### src/rtl/servant_timer_pkg.sv
// Shared definitions for the servant machine-timer controller: register map,
// CTRL/STATUS bit positions, sleep/wake state encoding and a byte-lane merge helper.
package servant_timer_pkg;

  localparam logic [1:0] AdrMtime    = 2'd0;
  localparam logic [1:0] AdrMtimecmp = 2'd1;
  localparam logic [1:0] AdrCtrl     = 2'd2;
  localparam logic [1:0] AdrStatus   = 2'd3;

  localparam int unsigned CtrlEnBit     = 0;
  localparam int unsigned CtrlIeBit     = 1;
  localparam int unsigned CtrlPreLsb    = 8;
  localparam int unsigned StatPendBit   = 0;
  localparam int unsigned StatAsleepBit = 1;

  typedef enum logic [1:0] {
    StRun,
    StSleep,
    StWake
  } wake_state_e;

  function automatic logic [31:0] apply_sel(logic [31:0] old_val, logic [31:0] wdat,
                                            logic [3:0] sel);
    logic [31:0] res;
    res = old_val;
    for (int i = 0; i < 4; i++) begin
      if (sel[i]) res[8*i +: 8] = wdat[8*i +: 8];
    end
    return res;
  endfunction

endpackage

### src/rtl/servant_timer_ctrl_if.sv
// Servant-style Wishbone slave bus (combined cyc/stb) for the timer controller.
interface servant_timer_ctrl_if;
  logic [1:0]  wb_adr;
  logic [31:0] wb_dat;
  logic [3:0]  wb_sel;
  logic        wb_we;
  logic        wb_cyc;
  logic [31:0] wb_rdt;
  logic        wb_ack;

  modport master (
    output wb_adr, wb_dat, wb_sel, wb_we, wb_cyc,
    input  wb_rdt, wb_ack
  );

  modport slave (
    input  wb_adr, wb_dat, wb_sel, wb_we, wb_cyc,
    output wb_rdt, wb_ack
  );
endinterface

### src/rtl/servant_timer_wake_fsm.sv
// Sleep/wake sequencer: parks the core on sleep_req and releases it with a
// one-cycle wakeup pulse once any interrupt is seen.
module servant_timer_wake_fsm
  import servant_timer_pkg::*;
(
  input  logic clk_i,
  input  logic rst_ni,
  input  logic sleep_req_i,
  input  logic irq_i,
  output logic asleep_o,
  output logic wakeup_o
);

  wake_state_e state_q, state_d;

  always_ff @(posedge clk_i or negedge rst_ni) begin
    if (!rst_ni) state_q <= StRun;
    else         state_q <= state_d;
  end

  always_comb begin
    state_d  = state_q;
    asleep_o = 1'b0;
    wakeup_o = 1'b0;
    unique case (state_q)
      StRun: begin
        if (sleep_req_i) state_d = StSleep;
      end
      StSleep: begin
        asleep_o = 1'b1;
        if (irq_i) state_d = StWake;
      end
      StWake: begin
        wakeup_o = 1'b1;
        state_d  = StRun;
      end
      default: state_d = StRun;
    endcase
  end

endmodule

### src/rtl/servant_timer_ctrl.sv
// Wishbone machine-timer controller: mtime/mtimecmp, sticky PEND, timer_irq and
// sleep/wake sequencing. Prescaler present only when SERVANT_TIMER_PRESCALER_EN is defined.
module servant_timer_ctrl
  import servant_timer_pkg::*;
#(
  parameter int unsigned WIDTH          = 32,
  parameter string       RESET_STRATEGY = "MINI"
) (
  input  logic                 wb_clk,
  input  logic                 wb_rst_n,
  servant_timer_ctrl_if.slave  bus,
  input  logic                 sleep_req,
  input  logic                 ext_irq,
  output logic                 timer_irq,
  output logic                 wakeup
);

  localparam bit NoReset = (RESET_STRATEGY == "NONE");

  logic [WIDTH-1:0] mtime_q, mtime_d, mtimecmp_q, mtimecmp_d;
  logic             en_q, en_d, ie_q, ie_d, pend_q, pend_d, ack_q, ack_d;
  logic [31:0]      rdt_q, rdt_d, mtime_ext, cmp_ext, mtime_merged, cmp_merged, ctrl_rd;
  logic             req, wr, wr_mtime, wr_cmp, wr_ctrl, wr_stat, tick, asleep;

  // An ack cycle never starts a new request, forcing two cycles per transfer.
  assign req      = bus.wb_cyc & ~ack_q;
  assign wr       = req & bus.wb_we;
  assign wr_mtime = wr && (bus.wb_adr == AdrMtime);
  assign wr_cmp   = wr && (bus.wb_adr == AdrMtimecmp);
  assign wr_ctrl  = wr && (bus.wb_adr == AdrCtrl);
  assign wr_stat  = wr && (bus.wb_adr == AdrStatus);

  assign mtime_ext    = 32'(mtime_q);
  assign cmp_ext      = 32'(mtimecmp_q);
  assign mtime_merged = apply_sel(mtime_ext, bus.wb_dat, bus.wb_sel);
  assign cmp_merged   = apply_sel(cmp_ext, bus.wb_dat, bus.wb_sel);

`ifdef SERVANT_TIMER_PRESCALER_EN
  logic [7:0] pre_cnt_q, pre_cnt_d, presc_q, presc_d;

  always_comb begin
    presc_d   = presc_q;
    pre_cnt_d = 8'd0;
    tick      = 1'b0;
    if (en_q) begin
      if (pre_cnt_q == presc_q) tick = 1'b1;
      else                      pre_cnt_d = pre_cnt_q + 8'd1;
    end
    if (wr_ctrl && bus.wb_sel[1]) begin
      presc_d   = bus.wb_dat[CtrlPreLsb +: 8];
      pre_cnt_d = 8'd0;
    end
  end

  always_ff @(posedge wb_clk or negedge wb_rst_n) begin
    if (!wb_rst_n) begin
      pre_cnt_q <= 8'd0;
      presc_q   <= 8'd0;
    end else begin
      pre_cnt_q <= pre_cnt_d;
      presc_q   <= presc_d;
    end
  end

  assign ctrl_rd = {16'd0, presc_q, 6'd0, ie_q, en_q};
`else
  assign tick    = en_q;
  assign ctrl_rd = {30'd0, ie_q, en_q};
`endif

  always_comb begin
    mtime_d    = mtime_q;
    mtimecmp_d = mtimecmp_q;
    en_d       = en_q;
    ie_d       = ie_q;
    // Bus write to MTIME overrides the tick increment.
    if (wr_mtime)  mtime_d = mtime_merged[WIDTH-1:0];
    else if (tick) mtime_d = mtime_q + WIDTH'(1);
    if (wr_cmp) mtimecmp_d = cmp_merged[WIDTH-1:0];
    if (wr_ctrl && bus.wb_sel[0]) begin
      en_d = bus.wb_dat[CtrlEnBit];
      ie_d = bus.wb_dat[CtrlIeBit];
    end
    // A match in the same cycle wins over write-1-to-clear.
    pend_d = (en_q && (mtime_q == mtimecmp_q)) ||
             (pend_q && !(wr_stat && bus.wb_sel[0] && bus.wb_dat[StatPendBit]));
  end

  always_comb begin
    ack_d = req;
    rdt_d = 32'd0;
    if (req) begin
      unique case (bus.wb_adr)
        AdrMtime:    rdt_d = mtime_ext;
        AdrMtimecmp: rdt_d = cmp_ext;
        AdrCtrl:     rdt_d = ctrl_rd;
        AdrStatus:   rdt_d = {30'd0, asleep, pend_q};
        default:     rdt_d = 32'd0;
      endcase
    end
  end

  always_ff @(posedge wb_clk or negedge wb_rst_n) begin
    if (!wb_rst_n) begin
      en_q   <= 1'b0;
      ie_q   <= 1'b0;
      pend_q <= 1'b0;
      ack_q  <= 1'b0;
      rdt_q  <= 32'd0;
    end else begin
      en_q   <= en_d;
      ie_q   <= ie_d;
      pend_q <= pend_d;
      ack_q  <= ack_d;
      rdt_q  <= rdt_d;
    end
  end

  if (NoReset) begin : g_cnt_noreset
    always_ff @(posedge wb_clk) begin
      mtime_q    <= mtime_d;
      mtimecmp_q <= mtimecmp_d;
    end
  end else begin : g_cnt_reset
    always_ff @(posedge wb_clk or negedge wb_rst_n) begin
      if (!wb_rst_n) begin
        mtime_q    <= '0;
        mtimecmp_q <= '1;
      end else begin
        mtime_q    <= mtime_d;
        mtimecmp_q <= mtimecmp_d;
      end
    end
  end

  assign bus.wb_ack = ack_q;
  assign bus.wb_rdt = rdt_q;
  assign timer_irq  = pend_q & ie_q;

  servant_timer_wake_fsm u_wake_fsm (
    .clk_i       (wb_clk),
    .rst_ni      (wb_rst_n),
    .sleep_req_i (sleep_req),
    .irq_i       (timer_irq | ext_irq),
    .asleep_o    (asleep),
    .wakeup_o    (wakeup)
  );

endmodule
### src/flat_wrapper.sv
// flat-port wrapper written by rule: the top's interface ports become plain ports
module servant_timer_ctrl_flat import servant_timer_pkg::*;
#(
  parameter int unsigned WIDTH          = 32,
  parameter string       RESET_STRATEGY = "    "
)
  (wb_clk, wb_rst_n, sleep_req, ext_irq, timer_irq, wakeup, bus_wb_adr, bus_wb_dat, bus_wb_sel, bus_wb_we, bus_wb_cyc, bus_wb_rdt, bus_wb_ack);
  servant_timer_ctrl_if bus_i ();
  input  logic wb_clk;
  input  logic wb_rst_n;
  input  logic sleep_req;
  input  logic ext_irq;
  output logic timer_irq;
  output logic wakeup;
  input wire logic [$bits(bus_i.wb_adr)-1:0] bus_wb_adr;
  input wire logic [$bits(bus_i.wb_dat)-1:0] bus_wb_dat;
  input wire logic [$bits(bus_i.wb_sel)-1:0] bus_wb_sel;
  input wire logic [$bits(bus_i.wb_we)-1:0] bus_wb_we;
  input wire logic [$bits(bus_i.wb_cyc)-1:0] bus_wb_cyc;
  output wire logic [$bits(bus_i.wb_rdt)-1:0] bus_wb_rdt;
  output wire logic [$bits(bus_i.wb_ack)-1:0] bus_wb_ack;
  assign bus_i.wb_adr = bus_wb_adr;
  assign bus_i.wb_dat = bus_wb_dat;
  assign bus_i.wb_sel = bus_wb_sel;
  assign bus_i.wb_we = bus_wb_we;
  assign bus_i.wb_cyc = bus_wb_cyc;
  assign bus_wb_rdt = bus_i.wb_rdt;
  assign bus_wb_ack = bus_i.wb_ack;
  servant_timer_ctrl #(.WIDTH(WIDTH), .RESET_STRATEGY(RESET_STRATEGY)) u_core (.wb_clk(wb_clk), .wb_rst_n(wb_rst_n), .bus(bus_i), .sleep_req(sleep_req), .ext_irq(ext_irq), .timer_irq(timer_irq), .wakeup(wakeup));
endmodule
### config.mk
export PLATFORM = sky130hd
export DESIGN_NAME = servant_timer_ctrl_flat
export DESIGN_NICKNAME = d
export VERILOG_FILES = /design/src/rtl/servant_timer_pkg.sv /design/src/rtl/servant_timer_ctrl_if.sv /design/src/rtl/servant_timer_wake_fsm.sv /design/src/rtl/servant_timer_ctrl.sv /design/src/flat_wrapper.sv
export SDC_FILE = /design/constraint.sdc
export NUM_CORES = 1
export LEC_CHECK = 0
export CORE_ASPECT_RATIO = 0.75
export CORE_MARGIN = 2
export CORE_UTILIZATION = 45
export DETAILED_ROUTE_END_ITERATION = 12
export PLACE_DENSITY = 0.76
export SETUP_SLACK_MARGIN = 0.5
export SYNTH_ARGS = -nofsm -noshare
export SYNTH_HDL_FRONTEND = slang
export SYNTH_SLANG_ARGS = --single-unit
export TNS_END_PERCENT = 50
### constraint.sdc
create_clock -name wb_clk -period 2.55 [get_ports wb_clk]
set_clock_uncertainty 0.2 [all_clocks]
set_input_delay 0.51 -clock wb_clk [delete_from_list [all_inputs] [get_ports wb_clk]]
set_output_delay 0.51 -clock wb_clk [all_outputs]
set_load 0.005 [all_outputs]
==> metrics.csv <==
metric,value,unit
Pleak,0.002935,µW
Synth Cell Area,5339,µm²
CTS tree,yes,
Vias per Instance,5.748,
CP max-delay cell,dfrtp_1,
# port buffers,78,
"Clk Latency, worst-skew pair",350,ps
fin. max-slew vios,0,
Total Wirelength,14830,µm
NumNets Final,653,
DRC viols,0,
Synth area leader,dfrtp_1,
final worst setup slack,449.9,ps
top cell type's share of synthesized area,32.81,%
row cnt,34,
die width,129.8,µm
type of origin of the critical path,register,
drt pass-1 iters,5,
critical path's largest stage delay,510,ps
gpl congestion,0.9535,
number of CTS-inserted buffers,9,
Finish-stage setup viols,0,
ys flop type,dfrtp_1,
WP data required,2580,ps
clk root buf,clkbuf_16,
Slew HR,60.43,%
"FF+latch count, synth",102,
endpoint class of the critical path,register,
pwr/cell area,769.8,nW/µm²
fmax,476.2,MHz
floorplan core area,11570,µm²
number of routed nets with antenna violations,0,
period utilization,82.36,%
"Distinct cells, synth",56,
global-route usage over all layers,23.92,%
n_diodes,0,
most frequent CP cell,and3_1,
chip height,98.33,µm
synthesized area per cell,10.59,µm²
Post-synth EDFFs,0,
remaining global-route overflow,0,
DR vias,4455,
die area,12760,µm²
vias in the first global route,4403,
CTS Sinks,102,
Slew @ Worst Pin,588.2,ps
initial core utilization,46.14,%
initial DRC count,368,
status,finished clean,
CTS Buffer Depth,2,
syn_nets,549,
routed len/inst,19.13,µm
Hold WC Path Type,register to register,
Final min period,2100,ps
"Max FO, Critical Path",8,
critical path class,register to register,
Post-DP Area,6492,µm²
count of final hold-check violations,0,
Area Overhead vs Synth,33.35,%
I/O pins,79,
Post-Syn Instances,504,
Post-Route Setup TNS,0,ps
Worst-path clk slew,70,ps
Pwr Total,5480,µW
synth top area cells,"dfrtp_1 (33%), dfstp_2 (16%), mux2_2 (7.0%)",
RSZ-0062 raised after global routing,true,
Yosys warnings,0,
initial antenna violation count,0,
CP arrival,2130,ps
first-pass GRT wire length,23490,µm
worst slack at placement,-200.7,ps
HPWL Detailed,10550,µm
Max Cap Violations,0,
crit-path cells,"and3_1, and3_1, nand3_2, or3_1, a31o_1",
sequential area share after synthesis,48.56,%
Synth async-reset ratio,100.0,%
layout cells sized above 1,30.34,%
CTS H-tree depth,3,
Peak supply drop,413.2,µV
final instance area,7119,µm²
largest net degree at the start of global routing,45,
-- worst paths after layout --
| path | cells after the start | endpoint | slack, ps | start |
|---|---|---|---|---|
| worst max-delay path | 5 | u_core.mtime_ext[25]$_DFFE_PN0P_ | 450 | u_core.mtime_ext[18]$_DFFE_PN0P_ |
| worst min-delay path | 1 | u_core.u_wake_fsm.state_q[0]$_DFFE_PN0P_ | 260 | u_core.u_wake_fsm.state_q[1]$_DFFE_PN0P_ |
| worst max register to register | 5 | u_core.mtime_ext[25]$_DFFE_PN0P_ | 450 | u_core.mtime_ext[18]$_DFFE_PN0P_ |
| worst min register to register | 1 | u_core.u_wake_fsm.state_q[0]$_DFFE_PN0P_ | 260 | u_core.u_wake_fsm.state_q[1]$_DFFE_PN0P_ |
| max in group asynchronous | 3 | u_core.cmp_ext[22]$_DFFE_PN1P_ | 1110 | wb_rst_n |
| min in group asynchronous | 2 | u_core.bus.wb_rdt[13]$_DFF_PN0_ | 390 | wb_rst_n |
-- report_power, final --
group	internal (µW)	leakage, µW	total [µW]	switching (µW)
clock	785	0.000143	1370	585
combinational	828	0.00160	1660	828
sequential	2050	0.00119	2450	408
total	3660	0.00294	5480	1820
-- kinds of logic (layout without fill, tap and decap cells) --
kind of cell,after synthesis,after routing,synth area share [%]
AOI/OAI and AO/OA,78,78,9.890
and+or+nand+nor,183,183,18.35
muxes,67,67,13.80
DFF,102,102,48.56
xor gates and xnor gates,35,35,5.742
buffers and inverters,38,147,3.422
adders and majority gates,1,1,0.2343
-- final cells by class --
| type | count | area [µm²] |
|---|---|---|
| Clock buffer | 12 | 246.5 |
| Clock inverter | 4 | 47.55 |
| Fill cell | 968 | 4452 |
| Inverter | 4 | 15.01 |
| Multi-Input combinational cell | 364 | 2766 |
| Sequential cell | 102 | 2605 |
| Tap cell | 162 | 202.7 |
| Timing Repair Buffer | 127 | 1236 |
-- placed cells by master, fill, tap and decap left out, types with 3 or more instances in the layout --
master	netlist	routed
a211oi_1	6	5
a21oi_1	21	18
a21oi_2	0	3
a311oi_1	5	5
a31oi_1	3	3
and2_1	5	4
and3_1	8	7
and4_1	6	4
buf_12	0	4
buf_4	5	40
buf_6	1	3
clkbuf_16	0	9
clkdlybuf4s50_1	0	72
dfrtp_1	70	60
dfrtp_2	0	10
dfstp_2	32	32
dlygate4sd2_1	0	3
inv_1	4	4
mux2_2	33	33
mux2i_1	32	32
nand2_1	25	21
nand2_2	0	4
nand2b_1	3	3
nand3_1	18	14
nand3_2	3	7
nand4_1	15	15
nor2_1	61	60
nor2b_1	6	6
nor3_1	10	9
nor4_1	6	3
nor4_4	1	4
o21ai_0	13	12
o22ai_1	8	7
or3_4	0	4
xnor2_1	20	19
xor2_1	15	15
-- Yosys cell counts, drive strengths merged, types with 13 or more instances --
| cell type | instances |
|---|---|
| buf | 23 |
| nand3 | 21 |
| mux2 | 33 |
| nor2 | 62 |
| xor2 | 15 |
| o21ai | 13 |
| nand2 | 25 |
| xnor2 | 20 |
| dfrtp | 70 |
| dfstp | 32 |
| a21oi | 21 |
| nand4 | 16 |
| mux2i | 32 |
-- timing repair --
action                                  4_1_cts  5_1_grt
setup buffers                                 3        5
cloned                                        1        0
pin swaps                                     6        6
resized for setup                            42       19
hold endpoints to repair                     15        0
endpoints found under the setup margin       66       21
hold buffers                                  1        0
-- routing by layer --
metal | wire, µm | track usage [%] | up-vias
li1 | - | - | 2044
met3 | 1066 | 6.082 | 28
met4 | 306 | 7.031 | 0
met2 | 6602 | 34.84 | 170
met5 | 0 | 0 | -
met1 | 6850 | 35.24 | 2213
-- worst max-delay path, delay by kind of cell, from the launching register on --
kind	cells	cell delay (ps)
AO/OA/AOI/OAI	1	220
flip-flops	1	510
AND/OR/NAND/NOR	4	1050
-- registers in the layout, summed over array words and instances (netlist names) --
signal	count
u_core.pend_q	1
u_core.u_wake_fsm.state_q	2
u_core.mtime_ext	32
u_core.bus.wb_ack	1
u_core.bus.wb_rdt	32
u_core.en_q	1
u_core.ie_q	1
u_core.cmp_ext	32
-- per-stage QoR --
stage                     utilization [%]  hold WS [ps]  std cells
after floorplan                         -         14.41        504
after global placement              56.11         217.3        749
after detailed placement            56.11         218.3        749
after CTS                           60.61         259.4        770
after global routing                61.53         288.5        775
final                               61.53         259.9        775
Power figures use the tool's default switching activity.
